[src/rtl/mem_port_arbiter_if.sv]
// Request/grant bus between the three memory requesters, the arbiter and the
// single-ported unified memory macro.
interface mem_port_arbiter_if #(
    parameter int ADDR_W = 16,
    parameter int DATA_W = 16
);
    // Requester side: port 0 = debug/loader, 1 = data load/store, 2 = fetch
    logic [2:0]        req;
    logic [2:0]        we;
    logic [ADDR_W-1:0] addr0;
    logic [ADDR_W-1:0] addr1;
    logic [ADDR_W-1:0] addr2;
    logic [DATA_W-1:0] wdata0;
    logic [DATA_W-1:0] wdata1;
    logic [DATA_W-1:0] wdata2;
    logic [2:0]        gnt;
    logic [2:0]        done;
    logic [DATA_W-1:0] rdata;
    logic              busy;

    // Memory side
    logic              mem_en;
    logic              mem_we;
    logic [ADDR_W-1:0] mem_addr;
    logic [DATA_W-1:0] mem_wdata;
    logic [DATA_W-1:0] mem_rdata;

    modport slave (
        input  req, we, addr0, addr1, addr2, wdata0, wdata1, wdata2, mem_rdata,
        output gnt, done, rdata, busy, mem_en, mem_we, mem_addr, mem_wdata
    );

    modport master (
        output req, we, addr0, addr1, addr2, wdata0, wdata1, wdata2, mem_rdata,
        input  gnt, done, rdata, busy, mem_en, mem_we, mem_addr, mem_wdata
    );
endinterface

[src/rtl/mem_port_arbiter.sv]
// Three-port arbiter for the single-ported unified memory: one transaction in
// flight, fields latched at grant, all outputs registered.
module mem_port_arbiter #(
    parameter int ADDR_W  = 16,
    parameter int DATA_W  = 16,
    parameter int MEM_LAT = 2
) (
    input  logic                clk,
    input  logic                rst,
    mem_port_arbiter_if.slave   bus
);

    typedef enum logic [1:0] {
        IDLE  = 2'd0,
        ISSUE = 2'd1,
        WAIT  = 2'd2,
        DONE  = 2'd3
    } state_t;

    localparam logic [1:0] PORT_DBG   = 2'd0;
    localparam logic [1:0] PORT_DATA  = 2'd1;
    localparam logic [1:0] PORT_FETCH = 2'd2;

    state_t            state_q, state_d;
    logic [1:0]        owner_q, owner_d;
    logic              we_q, we_d;
    logic [2:0]        cnt_q, cnt_d;
    logic [1:0]        rr_last_q, rr_last_d;
    logic              dbg_hold_q, dbg_hold_d;

    logic [2:0]        gnt_q, gnt_d;
    logic [2:0]        done_q, done_d;
    logic [DATA_W-1:0] rdata_q, rdata_d;
    logic              busy_q, busy_d;
    logic              mem_en_q, mem_en_d;
    logic              mem_we_q, mem_we_d;
    logic [ADDR_W-1:0] mem_addr_q, mem_addr_d;
    logic [DATA_W-1:0] mem_wdata_q, mem_wdata_d;

    logic [1:0]        win;
    logic              sel_we;
    logic [ADDR_W-1:0] sel_addr;
    logic [DATA_W-1:0] sel_wdata;

    function automatic logic [2:0] port_bit(input logic [1:0] p);
        return 3'(3'b001 << p);
    endfunction

    // Debug wins unless it was granted last and the CPU is waiting;
    // data and fetch alternate on a tie.
    always_comb begin
        win = PORT_FETCH;
        if (bus.req[0] && !(dbg_hold_q && (bus.req[1] || bus.req[2]))) begin
            win = PORT_DBG;
        end else if (bus.req[1] && bus.req[2]) begin
            win = (rr_last_q == PORT_DATA) ? PORT_FETCH : PORT_DATA;
        end else if (bus.req[1]) begin
            win = PORT_DATA;
        end
    end

    always_comb begin
        case (win)
            PORT_DBG: begin
                sel_we    = bus.we[0];
                sel_addr  = bus.addr0;
                sel_wdata = bus.wdata0;
            end
            PORT_DATA: begin
                sel_we    = bus.we[1];
                sel_addr  = bus.addr1;
                sel_wdata = bus.wdata1;
            end
            default: begin
                sel_we    = bus.we[2];
                sel_addr  = bus.addr2;
                sel_wdata = bus.wdata2;
            end
        endcase
    end

    always_comb begin
        // NOTE: every target gets a default before the case so no path leaves
        // a variable unassigned, which would otherwise infer a latch.
        state_d     = state_q;
        owner_d     = owner_q;
        we_d        = we_q;
        cnt_d       = cnt_q;
        rr_last_d   = rr_last_q;
        dbg_hold_d  = dbg_hold_q;
        rdata_d     = rdata_q;
        mem_addr_d  = mem_addr_q;
        mem_wdata_d = mem_wdata_q;
        gnt_d       = 3'b000;
        done_d      = 3'b000;
        mem_en_d    = 1'b0;
        mem_we_d    = 1'b0;

        case (state_q)
            IDLE: begin
                if (|bus.req) begin
                    state_d     = ISSUE;
                    owner_d     = win;
                    we_d        = sel_we;
                    mem_addr_d  = sel_addr;
                    mem_wdata_d = sel_wdata;
                    gnt_d       = port_bit(win);
                    mem_en_d    = 1'b1;
                    mem_we_d    = sel_we;
                    if (win == PORT_DBG) begin
                        dbg_hold_d = 1'b1;
                    end else begin
                        dbg_hold_d = 1'b0;
                        rr_last_d  = win;
                    end
                end
            end
            ISSUE: begin
                if (we_q) begin
                    state_d = DONE;
                    done_d  = port_bit(owner_q);
                end else begin
                    state_d = WAIT;
                    cnt_d   = 3'(MEM_LAT);
                end
            end
            WAIT: begin
                cnt_d = cnt_q - 3'd1;
                // Counter reaches 1 exactly MEM_LAT cycles after the strobe
                if (cnt_q == 3'd1) begin
                    state_d = DONE;
                    rdata_d = bus.mem_rdata;
                    done_d  = port_bit(owner_q);
                end
            end
            DONE: begin
                state_d = IDLE;
            end
            default: begin
                state_d = IDLE;
            end
        endcase

        busy_d = (state_d != IDLE);
    end

    always_ff @(posedge clk) begin
        if (rst) begin
            // NOTE: sequential state uses non-blocking assignments so every
            // register samples pre-edge values regardless of statement order.
            state_q     <= IDLE;
            owner_q     <= PORT_DBG;
            we_q        <= 1'b0;
            cnt_q       <= 3'd0;
            rr_last_q   <= PORT_DATA;
            dbg_hold_q  <= 1'b0;
            gnt_q       <= 3'b000;
            done_q      <= 3'b000;
            rdata_q     <= '0;
            busy_q      <= 1'b0;
            mem_en_q    <= 1'b0;
            mem_we_q    <= 1'b0;
            mem_addr_q  <= '0;
            mem_wdata_q <= '0;
        end else begin
            state_q     <= state_d;
            owner_q     <= owner_d;
            we_q        <= we_d;
            cnt_q       <= cnt_d;
            rr_last_q   <= rr_last_d;
            dbg_hold_q  <= dbg_hold_d;
            gnt_q       <= gnt_d;
            done_q      <= done_d;
            rdata_q     <= rdata_d;
            busy_q      <= busy_d;
            mem_en_q    <= mem_en_d;
            mem_we_q    <= mem_we_d;
            mem_addr_q  <= mem_addr_d;
            mem_wdata_q <= mem_wdata_d;
        end
    end

    assign bus.gnt       = gnt_q;
    assign bus.done      = done_q;
    assign bus.rdata     = rdata_q;
    assign bus.busy      = busy_q;
    assign bus.mem_en    = mem_en_q;
    assign bus.mem_we    = mem_we_q;
    assign bus.mem_addr  = mem_addr_q;
    assign bus.mem_wdata = mem_wdata_q;

    // Handshake invariants seen by the requesters
    a_gnt_onehot:  assert property (@(posedge clk) disable iff (rst) $onehot0(gnt_q));
    a_done_onehot: assert property (@(posedge clk) disable iff (rst) $onehot0(done_q));
    a_gnt_pulse:   assert property (@(posedge clk) disable iff (rst) (gnt_q != 3'b000) |=> (gnt_q == 3'b000));
    a_done_state:  assert property (@(posedge clk) disable iff (rst) (done_q != 3'b000) |-> (state_q == DONE));

endmodule

[src/flat_wrapper.sv]
// flat-port wrapper written by rule: the top's interface ports become plain ports
module mem_port_arbiter_flat 
#(
    parameter int ADDR_W  = 16,
    parameter int DATA_W  = 16,
    parameter int MEM_LAT = 2
)
  (clk, rst, bus_req, bus_we, bus_addr0, bus_addr1, bus_addr2, bus_wdata0, bus_wdata1, bus_wdata2, bus_mem_rdata, bus_gnt, bus_done, bus_rdata, bus_busy, bus_mem_en, bus_mem_we, bus_mem_addr, bus_mem_wdata);
  mem_port_arbiter_if #(.ADDR_W(ADDR_W), .DATA_W(DATA_W)) bus_i ();
  input  logic clk;
  input  logic rst;
  input wire logic [$bits(bus_i.req)-1:0] bus_req;
  input wire logic [$bits(bus_i.we)-1:0] bus_we;
  input wire logic [$bits(bus_i.addr0)-1:0] bus_addr0;
  input wire logic [$bits(bus_i.addr1)-1:0] bus_addr1;
  input wire logic [$bits(bus_i.addr2)-1:0] bus_addr2;
  input wire logic [$bits(bus_i.wdata0)-1:0] bus_wdata0;
  input wire logic [$bits(bus_i.wdata1)-1:0] bus_wdata1;
  input wire logic [$bits(bus_i.wdata2)-1:0] bus_wdata2;
  input wire logic [$bits(bus_i.mem_rdata)-1:0] bus_mem_rdata;
  output wire logic [$bits(bus_i.gnt)-1:0] bus_gnt;
  output wire logic [$bits(bus_i.done)-1:0] bus_done;
  output wire logic [$bits(bus_i.rdata)-1:0] bus_rdata;
  output wire logic [$bits(bus_i.busy)-1:0] bus_busy;
  output wire logic [$bits(bus_i.mem_en)-1:0] bus_mem_en;
  output wire logic [$bits(bus_i.mem_we)-1:0] bus_mem_we;
  output wire logic [$bits(bus_i.mem_addr)-1:0] bus_mem_addr;
  output wire logic [$bits(bus_i.mem_wdata)-1:0] bus_mem_wdata;
  assign bus_i.req = bus_req;
  assign bus_i.we = bus_we;
  assign bus_i.addr0 = bus_addr0;
  assign bus_i.addr1 = bus_addr1;
  assign bus_i.addr2 = bus_addr2;
  assign bus_i.wdata0 = bus_wdata0;
  assign bus_i.wdata1 = bus_wdata1;
  assign bus_i.wdata2 = bus_wdata2;
  assign bus_i.mem_rdata = bus_mem_rdata;
  assign bus_gnt = bus_i.gnt;
  assign bus_done = bus_i.done;
  assign bus_rdata = bus_i.rdata;
  assign bus_busy = bus_i.busy;
  assign bus_mem_en = bus_i.mem_en;
  assign bus_mem_we = bus_i.mem_we;
  assign bus_mem_addr = bus_i.mem_addr;
  assign bus_mem_wdata = bus_i.mem_wdata;
  mem_port_arbiter #(.ADDR_W(ADDR_W), .DATA_W(DATA_W), .MEM_LAT(MEM_LAT)) u_core (.clk(clk), .rst(rst), .bus(bus_i));
endmodule
[config.mk]
export PLATFORM = sky130hd
export DESIGN_NAME = mem_port_arbiter_flat
export DESIGN_NICKNAME = d
export VERILOG_FILES = /design/src/rtl/mem_port_arbiter_if.sv /design/src/rtl/mem_port_arbiter.sv /design/src/flat_wrapper.sv
export SDC_FILE = /design/constraint.sdc
export NUM_CORES = 1
export LEC_CHECK = 0
export ABC_AREA = 1
export BUFFER_PORTS_ARGS = -buffer_cell sky130_fd_sc_hd__buf_2
export CORE_AREA = 2 2 96 98
export DETAILED_ROUTE_END_ITERATION = 10
export DIE_AREA = 0 0 98 100
export GPL_TIMING_DRIVEN = 0
export PLACE_DENSITY = 0.71
export SLEW_MARGIN = 10
export SYNTH_ARGS = -nofsm -noshare
export SYNTH_HDL_FRONTEND = slang
export SYNTH_SLANG_ARGS = --single-unit
[constraint.sdc]
create_clock -name clk -period 3.6 [get_ports clk]
set_clock_uncertainty 0.2 [all_clocks]
set_input_delay 0.36 -clock clk [delete_from_list [all_inputs] [get_ports clk]]
set_output_delay 0.36 -clock clk [all_outputs]
set_load 0.01 [all_outputs]
* Word level (Yosys, flattened, before mapping)
Index checks and enable logic that the tools add are counted.
** Operators by class
- Add/subtract/negate cells :: 1
- Eq/ne operators :: 7
- Shift operators :: 2
- Muxes and demuxes :: 18
- Bitwise gates (word level) :: 3
- Reduce and logical (&&, ||, !) cells :: 16
** Operators by type and width (number)
- 16-bit one-hot mux with 2 select lines :: 2
- 2-bit two-way mux :: 6
- 3-bit one-hot mux with 2 select lines :: 2
- 3-bit two-way mux :: 3
- 2-bit one-hot mux with 4 select lines :: 1
- 2-bit by 1-bit == test with 1-bit output, second input constant :: 3
- 2-bit AND reduction :: 3
- 3-bit OR reduction :: 2
- 1-bit by 2-bit left shift with 3-bit output, first input constant :: 2
- 2-bit == test, second input constant :: 2
- 2-bit logical NOT :: 2
- 2-bit nonzero test :: 2
- 3-bit by 1-bit == test with 1-bit output, second input constant :: 1
- 1-bit logical AND :: 3
- 1-bit two-way mux :: 3
- 1-bit inverter :: 3
- 3-bit AND reduction :: 1
- 3-bit by 1-bit subtractor with 3-bit output, second input constant :: 1
- 2-bit inequality test, second input constant :: 1
- 1-bit one-hot mux with 2 select lines :: 1
- 2-bit OR reduction :: 1
- 1-bit logical NOT :: 1
- 1-bit logical OR :: 1
** Word-level totals
- Register bits after elaboration :: 68
- Input bits :: 120
- Output and inout port bits :: 57
- Logic and storage cells :: 61

* Logic depth before layout (Yosys ltp)
- Word-level depth :: 8
- Mapped depth :: 9
- Gate-level depth less buffers :: 8

* Worst setup path before layout
No wires, ideal clock.
- Path type :: register to register
- From :: register u_core.state_q[0]
- To :: register u_core.rdata_q[10] (netlist: u_core.bus.rdata[10])
- Setup time :: 116 ps
- Data arrival time :: 1270 ps
- Data required time :: 3284 ps
- Slack :: 2015 ps
- Stages on the path, launching flop included :: 9
- Buffers on the path :: 1
- Period minus slack after synthesis :: 1585 ps
- Path through :: dfxtp_1 > inv_1 > ha_1 > nand2_1 > nor2_4 > inv_1 > buf_2 > nor2_1 > nor2_1
** On the way
- Cells in the longest elaborated chain, start to end :: 2
** Ends and longest elaborated chain
- from (decl) :: RTL line mem_port_arbiter.sv:24 : state_t state_q, state_d;
- from (signal assigned) :: RTL line mem_port_arbiter.sv:166 : state_q <= state_d;
- 2-bit == test :: RTL line mem_port_arbiter.sv:99 : case (state_q)
- 2-bit AND reduction (no line)
- to (signal assigned) :: RTL line mem_port_arbiter.sv:174 : rdata_q <= rdata_d;
- to (decl) :: RTL line mem_port_arbiter.sv:33 : logic [DATA_W-1:0] rdata_q, rdata_d;
Every way passes these cells.
A chain may end at the register's enable or synchronous reset.

* Worst setup path after layout
- From :: register u_core.state_q[0]
- To :: register u_core.rdata_q[15] (netlist: u_core.bus.rdata[15])
The elaborated chain is that of the path after synthesis.

==> flow_summary.json <==
{
  "fmax_ghz": 0.536,
  "synth_compound_area_share_pct": 13.0,
  "hold_start": "bus_mem_rdata[10]",
  "final_cells": 820,
  "path_clk_slew_ns": 0.08,
  "synth_seq_cells": 68,
  "start_kind": "flip-flop",
  "hold_end": "u_core.bus.rdata[10]",
  "die_x_um": 98,
  "core-area_sq_mm": 0.00889,
  "r2r-start": "u_core.state_q[0]",
  "ios": 177,
  "r2r-end": "u_core.bus.rdata[15]",
  "ant_nets": 0,
  "post_cts_buffers": 0,
  "synth_area_sq_mm": 0.00341,
  "min_period_over_period_pct": 51.8,
  "hold_depth": 3,
  "h-tree-depth": 3,
  "root_buffer": "clkbuf_8",
  "finalSetupTns_ns": 0,
  "maxCapViolCount": 0,
  "hold_class": "in2reg",
  "die_y_um": 100,
  "cts_buffer_depth": 2,
  "dr.pass1.iters": 5,
  "yosys.area_share.simple_pct": 29.4,
  "synth.mux.area_fraction_pct": 0,
  "port_buffers": 176,
  "grt_pass1_vias": 3584,
  "status": "finished clean",
  "clk_latency_ns": 0.34,
  "cp.required_ns": 3.64,
  "synthXorXnorAreaFrac_pct": 0,
  "synth_cell_types": 24,
  "drt_iter0_drc": 159,
  "layout_min_cycle_time_ns": 1.87,
  "p_per_area_mw_per_mm2": 621,
  "vias": 3955,
  "drive_above_1_share_pct": 32.0,
  "postSynthCellCount": 517,
  "placed_cells": 804,
  "cts_hold_buf": 0,
  "worst_slew_pin_slew_ns": 0.522,
  "worstRegToRegCells": 8,
  "finalSetupViolCount": 0,
  "overflow": 0,
  "antenna_cells": 0,
  "synth_nets": 643,
  "grt_max_degree": 13,
  "globalplace.congestion": 0.843,
  "slew_viol_final": 0,
  "drc": 0,
  "wl_per_cell_um": 13.0,
  "fin_nets": 830,
  "hold_violations": 0,
  "r2r_slack_ns": 1.73,
  "cts_resized": 0,
  "via_per_inst": 4.82,
  "area_growth_pct": 35.5,
  "max-vdd-ir-drop_v": 0.000259,
  "rsz0062_at_grt": "no",
  "cts.sinks": 68,
  "cts_tree": "done",
  "slew_headroom_pct": 65.2,
  "grt_antenna_before_repair": 0,
  "cts_inserted_buffers": 9,
  "fp-row-count": 35,
  "cp.arrival_ns": 1.90,
  "gr-usage-all-layers_pct": 21.0,
  "grt_pass1_wl_um": 16600,
  "yosysWarnings": 0,
  "p_leak_nw": 2.72,
  "pre_cts_slack_ns": 1.75,
  "initial_core_util_pct": 38.4,
  "synth_top_family_by_area": "simple AND/OR/NAND/NOR gates",
  "layout_setup_ws_ns": 1.73,
  "place_hpwl_um": 8240,
  "end_kind": "flip-flop",
  "synth_fa_ha_area_share_pct": 2.20,
  "cp_max_fo": 10,
  "criticalPathCategory": "reg2reg",
  "wirelength_um": 10600,
  "ys_seq_area_share_pct": 39.9,
  "syn_avg_cell_area_sq_um": 6.60,
  "die_area_sq_mm": 0.00980
}
## how the worst max path moves through the flow
stage | from | endpoint | slack (ns) | depth (start not counted)
after floorplan | u_core.state_q[0] | u_core.bus.rdata[10] | 2.01 | 8
after global placement | bus_req[2] | u_core.bus.mem_wdata[8] | 1.79 | 7
after detailed placement | u_core.state_q[0] | u_core.bus.rdata[15] | 1.75 | 8
after CTS | u_core.state_q[0] | u_core.bus.rdata[15] | 1.75 | 8
after global routing | u_core.state_q[0] | u_core.bus.rdata[15] | 1.57 | 8
final | u_core.state_q[0] | u_core.bus.rdata[15] | 1.73 | 8
## critical path: stages, from the launching register on
cell and delay (ns):
dfxtp_1 0.33, inv_1 0.13, ha_1 0.26, nand2_1 0.12
nor2_4 0.18, inv_1 0.15, buf_2 0.21, nor2_1 0.12
nor2_1 0.05
## power breakdown
part	internal [W]	total, W	switching [W]
clock network	0.000320	0.000630	0.000310
registers	0.000964	0.00108	0.000118
logic	0.000445	0.00116	0.000714
## metrics by stage
stage | cell area, sq um | power [W] | hold WS [ns] | util (%)
5_1_grt | 4630 | 0.00307 | 0.0321 | 52.0
4_1_cts | 4630 | 0.00289 | 0.0275 | 52.0
2_1_floorplan | 3410 | 0.00180 | 0.213 | -
6_report | 4630 | 0.00287 | 0.0332 | 52.0
3_3_place_gp | 4430 | 0.00222 | 0.246 | 49.9
3_5_place_dp | 4430 | 0.00226 | 0.243 | 49.9
## area by class of cell
type,count,area [sq um]
Tap cell,111,139
Inverter,97,364
Fill cell,900,4260
Sequential cell,68,1360
Multi-Input combinational cell,321,1520
Timing Repair Buffer,176,881
Clock inverter,6,65.1
Buffer,31,165
Clock buffer,10,128
## cells by family after synthesis
family,after synthesis
buf+inv,128
flops,68
simple gates,228
fa+ha+maj,6
compound gates,87
## flip-flops by register name (all words and copies together) (netlist names), 2 cells and up
signal,cells
u_core.bus.mem_addr,16
u_core.bus.mem_wdata,16
u_core.bus.rdata,16
u_core.bus.done,3
u_core.bus.gnt,3
u_core.cnt_q,3
u_core.owner_q,2
u_core.rr_last_q,2
u_core.state_q,2
## per-layer routing
layer  routed length [um]  global-route usage [%]  up-vias
met4                  175                    7.37        0
met3                  766                    4.94       17
met1                 4410                    24.8     1786
met2                 5280                    37.4      153
li1                     -                       -     1999
met5                    0                       0        -
## synthesized netlist by cell type
cell type  number  share of area, %
o21ai_1        13               1.9
a31oi_1         1              0.18
nand3_1        96                14
o21ai_0        41               6.0
nor2_1         56               6.2
nand4_1         2              0.37
a21oi_1        30               4.4
buf_4           3              0.66
inv_2           6              0.66
buf_6           2              0.66
buf_1           2              0.22
a211oi_1        1              0.22
nand2_1        68               7.5
nor2_4          1              0.33
clkbuf_1        6              0.66
nand3_2         1              0.29
ha_1            6               2.2
a21oi_2         1              0.26
nor2_2          1              0.18
dfxtp_1        68                40
or2_2           1              0.18
buf_2          18               2.6
nand2_2         2              0.37
inv_1          91                10
## placed cells by master (no fill, tap or decap), drive strengths merged
cell type	Yosys	final
a31oi	1	1
nor2	58	58
inv	97	97
a211oi	1	1
clkbuf	6	16
clkinv	0	4
bufinv	0	1
nand2	70	70
o21ai	54	54
or2	1	1
buf	25	201
nand3	97	97
a21oi	31	31
clkinvlp	0	1
nand4	2	2
ha	6	6
dfxtp	68	68
Power figures use the tool's default switching activity.
